<file path="src/rtl/mux_scan_pkg.sv">
// Shared types and constants for the 8:1 mux scan sequencer.
package mux_scan_pkg;

    localparam int NUM_CH = 8;
    localparam int SEL_W  = 3;

    typedef enum logic [1:0] {
        IDLE,
        SETTLE,
        SAMPLE,
        DONE
    } scan_state_t;

endpackage

</file>
<file path="src/rtl/mux_next_chan.sv">
// Priority finder: lowest enabled channel above cur, or lowest enabled overall when first=1.
module mux_next_chan
    import mux_scan_pkg::*;
(
    input  logic [NUM_CH-1:0] mask,
    input  logic [SEL_W-1:0]  cur,
    input  logic              first,
    output logic [SEL_W-1:0]  nxt,
    output logic              found
);

    logic [NUM_CH-1:0] cand;

    generate
        for (genvar gi = 0; gi < NUM_CH; gi++) begin : g_cand
            assign cand[gi] = mask[gi] && (first || (SEL_W'(gi) > cur));
        end
    endgenerate

    // Scan from the top down so the lowest candidate is the last one written.
    always_comb begin
        nxt   = '0;
        found = 1'b0;
        for (int i = NUM_CH - 1; i >= 0; i--) begin
            if (cand[i]) begin
                nxt   = SEL_W'(i);
                found = 1'b1;
            end
        end
    end

endmodule

</file>
<file path="src/rtl/mux_scan_ctrl.sv">
// Scan sequencer for an 8:1 mux: steps the select over enabled channels,
// waits a settle time per channel, samples y_in and publishes a byte with a valid pulse.
module mux_scan_ctrl
    import mux_scan_pkg::*;
#(
    parameter int SETTLE_CYCLES = 2,
    parameter int NUM_CH        = 8
) (
    input  logic              clk,
    input  logic              rst_n,
    input  logic              start,
    input  logic              cont,
    input  logic [NUM_CH-1:0] ch_mask,
    input  logic              y_in,
    output logic [2:0]        sel,
    output logic [NUM_CH-1:0] data_out,
    output logic              valid,
    output logic              busy
);

    localparam logic [3:0] CNT_RELOAD = 4'(SETTLE_CYCLES - 1);

    scan_state_t       state_reg, state_next;
    logic [3:0]        cnt_reg, cnt_next;
    logic [NUM_CH-1:0] mask_reg, mask_next;
    logic [NUM_CH-1:0] shadow_reg, shadow_next;
    logic [2:0]        sel_reg, sel_next;
    logic [NUM_CH-1:0] data_reg, data_next;

    logic [NUM_CH-1:0] find_mask;
    logic              find_first;
    logic [2:0]        nxt_ch;
    logic              nxt_found;

    mux_next_chan u_next_chan (
        .mask  (find_mask),
        .cur   (sel_reg),
        .first (find_first),
        .nxt   (nxt_ch),
        .found (nxt_found)
    );

    always_comb begin
        state_next  = state_reg;
        cnt_next    = cnt_reg;
        mask_next   = mask_reg;
        shadow_next = shadow_reg;
        sel_next    = sel_reg;
        data_next   = data_reg;
        find_mask   = mask_reg;
        find_first  = 1'b0;

        case (state_reg)
            IDLE: begin
                find_mask  = ch_mask;
                find_first = 1'b1;
                sel_next   = '0;
                if (start) begin
                    mask_next   = ch_mask;
                    shadow_next = '0;
                    if (nxt_found) begin
                        state_next = SETTLE;
                        sel_next   = nxt_ch;
                        cnt_next   = CNT_RELOAD;
                    end else begin
                        state_next = DONE;
                    end
                end
            end
            SETTLE: begin
                if (cnt_reg == 4'd0) begin
                    // An empty mask only reaches SETTLE via a continuous restart;
                    // the settle period then spaces consecutive valid pulses.
                    state_next = (mask_reg == '0) ? DONE : SAMPLE;
                end else begin
                    cnt_next = cnt_reg - 4'd1;
                end
            end
            SAMPLE: begin
                shadow_next[sel_reg] = y_in;
                if (nxt_found) begin
                    state_next = SETTLE;
                    sel_next   = nxt_ch;
                    cnt_next   = CNT_RELOAD;
                end else begin
                    state_next = DONE;
                end
            end
            DONE: begin
                if (cont) begin
                    find_mask   = ch_mask;
                    find_first  = 1'b1;
                    mask_next   = ch_mask;
                    shadow_next = '0;
                    state_next  = SETTLE;
                    sel_next    = nxt_found ? nxt_ch : 3'd0;
                    cnt_next    = CNT_RELOAD;
                end else begin
                    state_next = IDLE;
                    sel_next   = '0;
                end
            end
            default: state_next = IDLE;
        endcase

        // data_out loads on entry to DONE, including the bit sampled on that same edge.
        if (state_next == DONE && state_reg != DONE) begin
            data_next = shadow_next;
        end
    end

    always_ff @(posedge clk or negedge rst_n) begin
        if (!rst_n) begin
            state_reg  <= IDLE;
            cnt_reg    <= '0;
            mask_reg   <= '0;
            shadow_reg <= '0;
            sel_reg    <= '0;
            data_reg   <= '0;
        end else begin
            state_reg  <= state_next;
            cnt_reg    <= cnt_next;
            mask_reg   <= mask_next;
            shadow_reg <= shadow_next;
            sel_reg    <= sel_next;
            data_reg   <= data_next;
        end
    end

    assign sel      = sel_reg;
    assign data_out = data_reg;
    assign valid    = (state_reg == DONE);
    assign busy     = (state_reg != IDLE);

endmodule

</file>
<file path="config.mk">
export PLATFORM = sky130hd
export DESIGN_NAME = mux_scan_ctrl
export DESIGN_NICKNAME = d
export VERILOG_FILES = /design/src/rtl/mux_scan_pkg.sv /design/src/rtl/mux_next_chan.sv /design/src/rtl/mux_scan_ctrl.sv
export SDC_FILE = /design/constraint.sdc
export NUM_CORES = 1
export LEC_CHECK = 0
export CORE_MARGIN = 4
export CORE_UTILIZATION = 47
export CTS_CLUSTER_DIAMETER = 120
export DETAILED_ROUTE_END_ITERATION = 16
export GPL_TIMING_DRIVEN = 0
export PLACE_DENSITY = 0.65
export SKIP_LAST_GASP = 1
export SYNTH_ARGS = -nofsm -noshare
export SYNTH_HDL_FRONTEND = slang
export SYNTH_SLANG_ARGS = --single-unit
</file>
<file path="constraint.sdc">
create_clock -name clk -period 4.3 [get_ports clk]
set_input_delay 0.645 -clock clk [delete_from_list [all_inputs] [get_ports clk]]
set_output_delay 0.645 -clock clk [all_outputs]
set_load 0.05 [all_outputs]
</file>
# == Word-level counts from Yosys, hierarchy flattened ==
# Cells that the tools add are included.
# totals
register_bits,33
in_bits,13
out_inout_bits,13
word_cells,97
# classes
addsub,1
order_cmp,10
eq_ne,9
muxes,44
n_reduce_logical,27
# ops
cell,n
$mux 3,12
$mux 8,4
$pmux 8 s2,2
$pmux 8 s3,1
$mux 4,4
$pmux 4 s4,1
$gt 3x3->1 const A,4
$mux 1,12
$logic_and 1x1->1,10
$ne 2x2->1 const B,5
$pmux 3 s3,1
$bwmux 8,1
$logic_not 8->1,1
$logic_or 1x1->1,8
$pmux 2 s4,1
$eq 2x2->1 const B,3
$gt 1x3->1 const A,2
$gt 2x3->1 const A,2
$mux 2,3
$logic_not 4->1,1
$lt 3x4->1 const B,1
$reduce_and 2->1,2
$reduce_bool 2->1,2
$sub 4x1->4 const B,1
other kinds (7),7

# == Logic depth before layout (Yosys ltp) ==
# depth
word_depth,17
mapped_depth,12
ltp_nobuf,9

# == Modules after synthesis ==
# Synthesis repeated with hierarchy kept, for this count alone.
# unflattened
hier_cells,235
area_unflattened_um2,2109.5
# modules_own_cells
module,instances,cells_each,area_per_inst_um2,seq_area_each_um2
mux_scan_ctrl,1,198,1873.0,825.8
mux_next_chan,1,37,236.5,0.0

# == Least setup slack after synthesis ==
# OpenSTA, ideal clock, no wires.
# synth_timing
kind,register to register
from,register state_reg[1]
to,register data_reg[0] (netlist: data_out[0])
setup_ps,125
t_arrival_ps,2617
required_ps,4175
path_slack_ps,1558
stages_incl_launch_ff,11
path_buffers,2
synth_period_minus_slack_ps,2742
cell_sequence,dfrtp_1 ha_1 buf_4 nand4b_1 a41oi_1 o32a_1 a21oi_1 and3_1 buf_6 o21ai_4 mux2_2
# synth_via
elab_chain_len,17
word_cells_on_any_way,38
classes_between,5 x eq/ne; 15 x mux; 18 x reduce/logical
# synth_lines
item,line_no,rtl
from (decl),mux_scan_ctrl.sv:23,"scan_state_t state_reg, state_next;"
from (signal assigned),mux_scan_ctrl.sv:121,state_reg <= state_next;
$eq 2x2->1 *,-,
net valid,mux_scan_ctrl.sv:17,"output logic valid,"
$pmux 1 s2,mux_scan_ctrl.sv:53,case (state_reg)
$logic_or 1x1->1,mux_next_chan.sv:16,assign cand[gi] = mask[gi] && (first || (SEL_W'(gi) > cur));
$logic_and 1x1->1,mux_next_chan.sv:16,
$mux 1 (8 in a row),mux_next_chan.sv:25,if (cand[i]) begin
$mux 2,"mux_scan_ctrl.sv:61, mux_scan_ctrl.sv:81",
$mux 2,mux_scan_ctrl.sv:58,if (start) begin
$pmux 2 s4,mux_scan_ctrl.sv:53,
$eq 2x2->1,mux_scan_ctrl.sv:107,if (state_next == DONE && state_reg != DONE) begin
$logic_and 1x1->1,mux_scan_ctrl.sv:107,
to (signal assigned),mux_scan_ctrl.sv:126,data_reg <= data_next;
to (decl),mux_scan_ctrl.sv:28,"logic [NUM_CH-1:0] data_reg, data_next;"
# The timed path passes the listed nets; every way through them passes the cells marked *.
# A chain may end at the register's enable or synchronous reset.

# == Final worst setup path ==
# layout_timing
from,register state_reg[0]
to,register data_reg[5] (netlist: data_out[5])
# layout_via
elab_chain_len,17
word_cells_on_any_way,38
classes_between,5 x eq/ne; 15 x mux; 18 x reduce/logical
# layout_lines
item,line_no
$eq 2x2->1 / $logic_not 2->1 (equally long branches),mux_scan_ctrl.sv:53
$pmux 1 s2,mux_scan_ctrl.sv:53
$logic_or 1x1->1,mux_next_chan.sv:16
$logic_and 1x1->1,mux_next_chan.sv:16
$mux 1 (8 in a row),mux_next_chan.sv:25
$mux 2,"mux_scan_ctrl.sv:61, mux_scan_ctrl.sv:81"
$mux 2,mux_scan_ctrl.sv:58
$pmux 2 s4,mux_scan_ctrl.sv:53
$eq 2x2->1,mux_scan_ctrl.sv:107
$logic_and 1x1->1,mux_scan_ctrl.sv:107
# Several ways; a longest one is shown, not always the timed one.

==> impl_metrics.py <==
metrics = {
    "outcome": {
        "status": "finished clean",
    },
    "clocking": {
        "cts_tree": "built",
        "post_cts_resized": 0,
        "cts_buffer_depth": 2,
        "clock-root-buffer": "clkbuf_8",
        "cts_buffers": 5,
        "htreeDepth": 2,
        "insertion_delay_ns": 0.29,
        "clock-sinks": 33,
        "clk_pin_slew_worst_paths_ns": 0.07,
        "cts_hold_buf": 0,
        "post_cts.repair.setup_buffers": 0,
    },
    "timing": {
        "setup_tns_ns": 0,
        "rsz0062_at_grt": "false",
        "worstMarginPinSlew_ns": 0.730,
        "finalMaxSlewViolations": 0,
        "hold_viol_final": 0,
        "setup_viol": 0,
        "skew_ns": 0.00416,
        "fin_crit_ns": 3.01,
        "fmax_mhz": 332,
        "timing.slew.headroom_pct": 51.4,
        "fin_crit_sh_pct": 69.9,
    },
    "critical_path": {
        "cp_max_fo": 10,
        "critical_path_class": "reg2reg",
        "cp_num_buf_inv": 3,
        "cpPeakStageDelay_ns": 0.43,
        "end_kind": "flip-flop",
        "crit_family": "compound AO/OA/AOI/OAI gates",
        "critPathRequiredTime_ns": 4.47,
        "crit_arrival_ns": 3.18,
        "r2r_setup_slack_ns": 1.29,
        "ff2ff_path_depth": 10,
        "crit_slowest_cell": "dfrtp_1",
        "critPathLaunchType": "flip-flop",
        "path_cells": "inv_1 -> ha_1 -> clkbuf_1 -> o21ai_0 -> o311ai_2 -> o211ai_1 -> and3_1 -> buf_6 -> o21ai_4 -> mux2_2",
        "worst_r2r_endpoint": "data_out[5]",
        "r2r_start": "state_reg[0]",
    },
    "floorplan": {
        "rows": 24,
        "coreArea_um2": 4500,
        "die_area_um2": 5970,
        "die_w_um": 77.3,
        "start_util_pct": 50.1,
        "die_h_um": 77.3,
        "ios": 26,
    },
    "synthesis": {
        "ys_seq_area_share_pct": 36.6,
        "async_flop_share_pct": 100,
        "synth_edf_count": 0,
        "synth.distinct_cells": 58,
        "postSynthCellCount": 240,
        "avgSynthCellArea_um2": 9.40,
        "synth_nets": 261,
        "synth_top_area_share_pct": 36.6,
        "synth-seq-cells": 33,
        "ys_warn_count": 0,
        "synth_most_common_cell": "dfrtp_1",
        "yosysTopAreaCell": "dfrtp_1",
        "synth_common_cells": "dfrtp_1, mux2_2, nand2_1",
        "synthTopCellsByArea": "dfrtp_1, mux2_2, ha_1",
        "synthFlopType": "dfrtp_1",
        "synth_area_um2": 2260,
    },
    "routing": {
        "routedWlPerCell_um": 15.9,
        "vias": 1901,
        "routed_via_density": 5.85,
        "drt_wl_total_mm": 5.15,
        "drt_iter0_drc": 169,
        "postRouteAntennaNets": 0,
        "drt-pass1-iter-count": 4,
        "drc": 0,
    },
    "placement": {
        "port-buffer-count": 25,
        "hpwl_mm": 3.82,
        "gp_congestion": 0.885,
    },
    "cells_and_area": {
        "fin_nets": 293,
        "insertedDiodeCount": 0,
        "multi_input_area_um2": 1310,
        "fill_cells": 428,
        "area_delta_synth_final_pct": 19.1,
        "regArea_um2": 826,
        "drive_above_1_share_pct": 19.8,
    },
    "global_routing": {
        "grt_pass1_vias": 1929,
        "grtUsageTotal_pct": 18.9,
        "antenna_found_initial": 0,
        "grt_max_degree": 34,
        "grt_pass1_wl_mm": 9.20,
        "overflow": 0,
    },
    "flow_run": {
        "maxCapViolCount": 0,
    },
    "power": {
        "power_density_nw_per_um2": 784,
        "fin_total_pwr_mw": 2.10,
        "ir_drop_v": 0.000431,
        "p_leak_nw": 1.14,
    },
    "hold_path": {
        "hp-class": "in2async",
    },
}
-- worst register-to-register path, delay by kind of cell (launching register included) --
family                   cells  cell delay, ns
buffers and inverters        3            0.66
AND/OR/NAND/NOR              1            0.22
AO/OA/AOI/OAI                4            0.84
adder cells (fa/ha/maj)      1            0.36
multiplexers                 1            0.38
flip-flops                   1            0.43
-- routing by layer --
layer  track usage, %  vias to the layer above  wire [µm]
li1                 -                      940          -
met1             26.5                      917       2550
met2             29.2                       39       2340
met3             3.86                        5        205
met4             5.87                        0         55
met5                0                        -          0
-- worst max-delay path by stage --
stage | from | end | slack (ns) | cells after the start
floorplan | state_reg[1] | data_out[0] | 1.56 | 10
CTS | state_reg[0] | data_out[5] | 1.33 | 10
detailed placement | cont | data_out[5] | 1.13 | 9
finish | state_reg[0] | data_out[5] | 1.29 | 10
global placement | cont | data_out[5] | 1.12 | 9
global route | state_reg[0] | data_out[2] | 1.12 | 10
-- where the power goes --
group	total [mW]	switching, mW	leakage, nW	internal [mW]
clock network	0.306	0.118	0.0574	0.188
logic	1.31	0.765	0.650	0.548
registers	0.485	0.0821	0.432	0.403
-- stage by stage --
stage	hold slack, ns	area, µm²	instances	util (%)	worst slack, ns
2_1_floorplan	0.349	2260	240	-	1.56
3_5_place_dp	0.493	2570	317	57.0	1.13
4_1_cts	0.438	2690	325	59.6	1.33
6_report	0.414	2690	325	59.6	1.29
3_3_place_gp	0.488	2570	317	57.1	1.12
5_1_grt	0.473	2690	325	59.6	1.12
-- kinds of logic (layout without fill, tap and decap cells) --
kind of cell    count (synthesis)  after routing  share of synthesized area [%]
mux                            26             26                           12.9
buf+inv                        27             60                           5.55
flops                          33             33                           36.6
fa+ha+maj                       8              8                           4.44
simple gates                   81             81                           19.7
compound gates                 65             65                           20.7
-- cell type report --
| cell class | count | share of cell area, % |
|---|---|---|
| multi-input cells | 180 | 48.6 |
| repair buffers | 25 | 9.13 |
| clock inverters | 2 | 1.40 |
| plain buffers | 13 | 2.70 |
| well taps | 52 | 2.42 |
| flip-flops and latches | 33 | 30.7 |
| inverters | 14 | 1.96 |
| clock buffers | 6 | 3.07 |
-- cells in the final DEF (no fill, tap or decap), types with 4 or more instances in the layout --
master	Yosys	routed
a21oi_1	13	13
a22oi_1	8	8
buf_2	3	4
clkbuf_1	5	5
clkbuf_8	0	6
clkdlybuf4s50_1	0	24
dfrtp_1	33	33
ha_1	8	8
inv_1	14	14
mux2_2	25	25
nand2_1	21	21
nand2b_1	4	4
nand3b_1	7	7
nand4_1	4	4
nand4b_1	4	4
nor2_1	17	17
o21ai_0	16	16
Power figures use the tool's default switching activity.
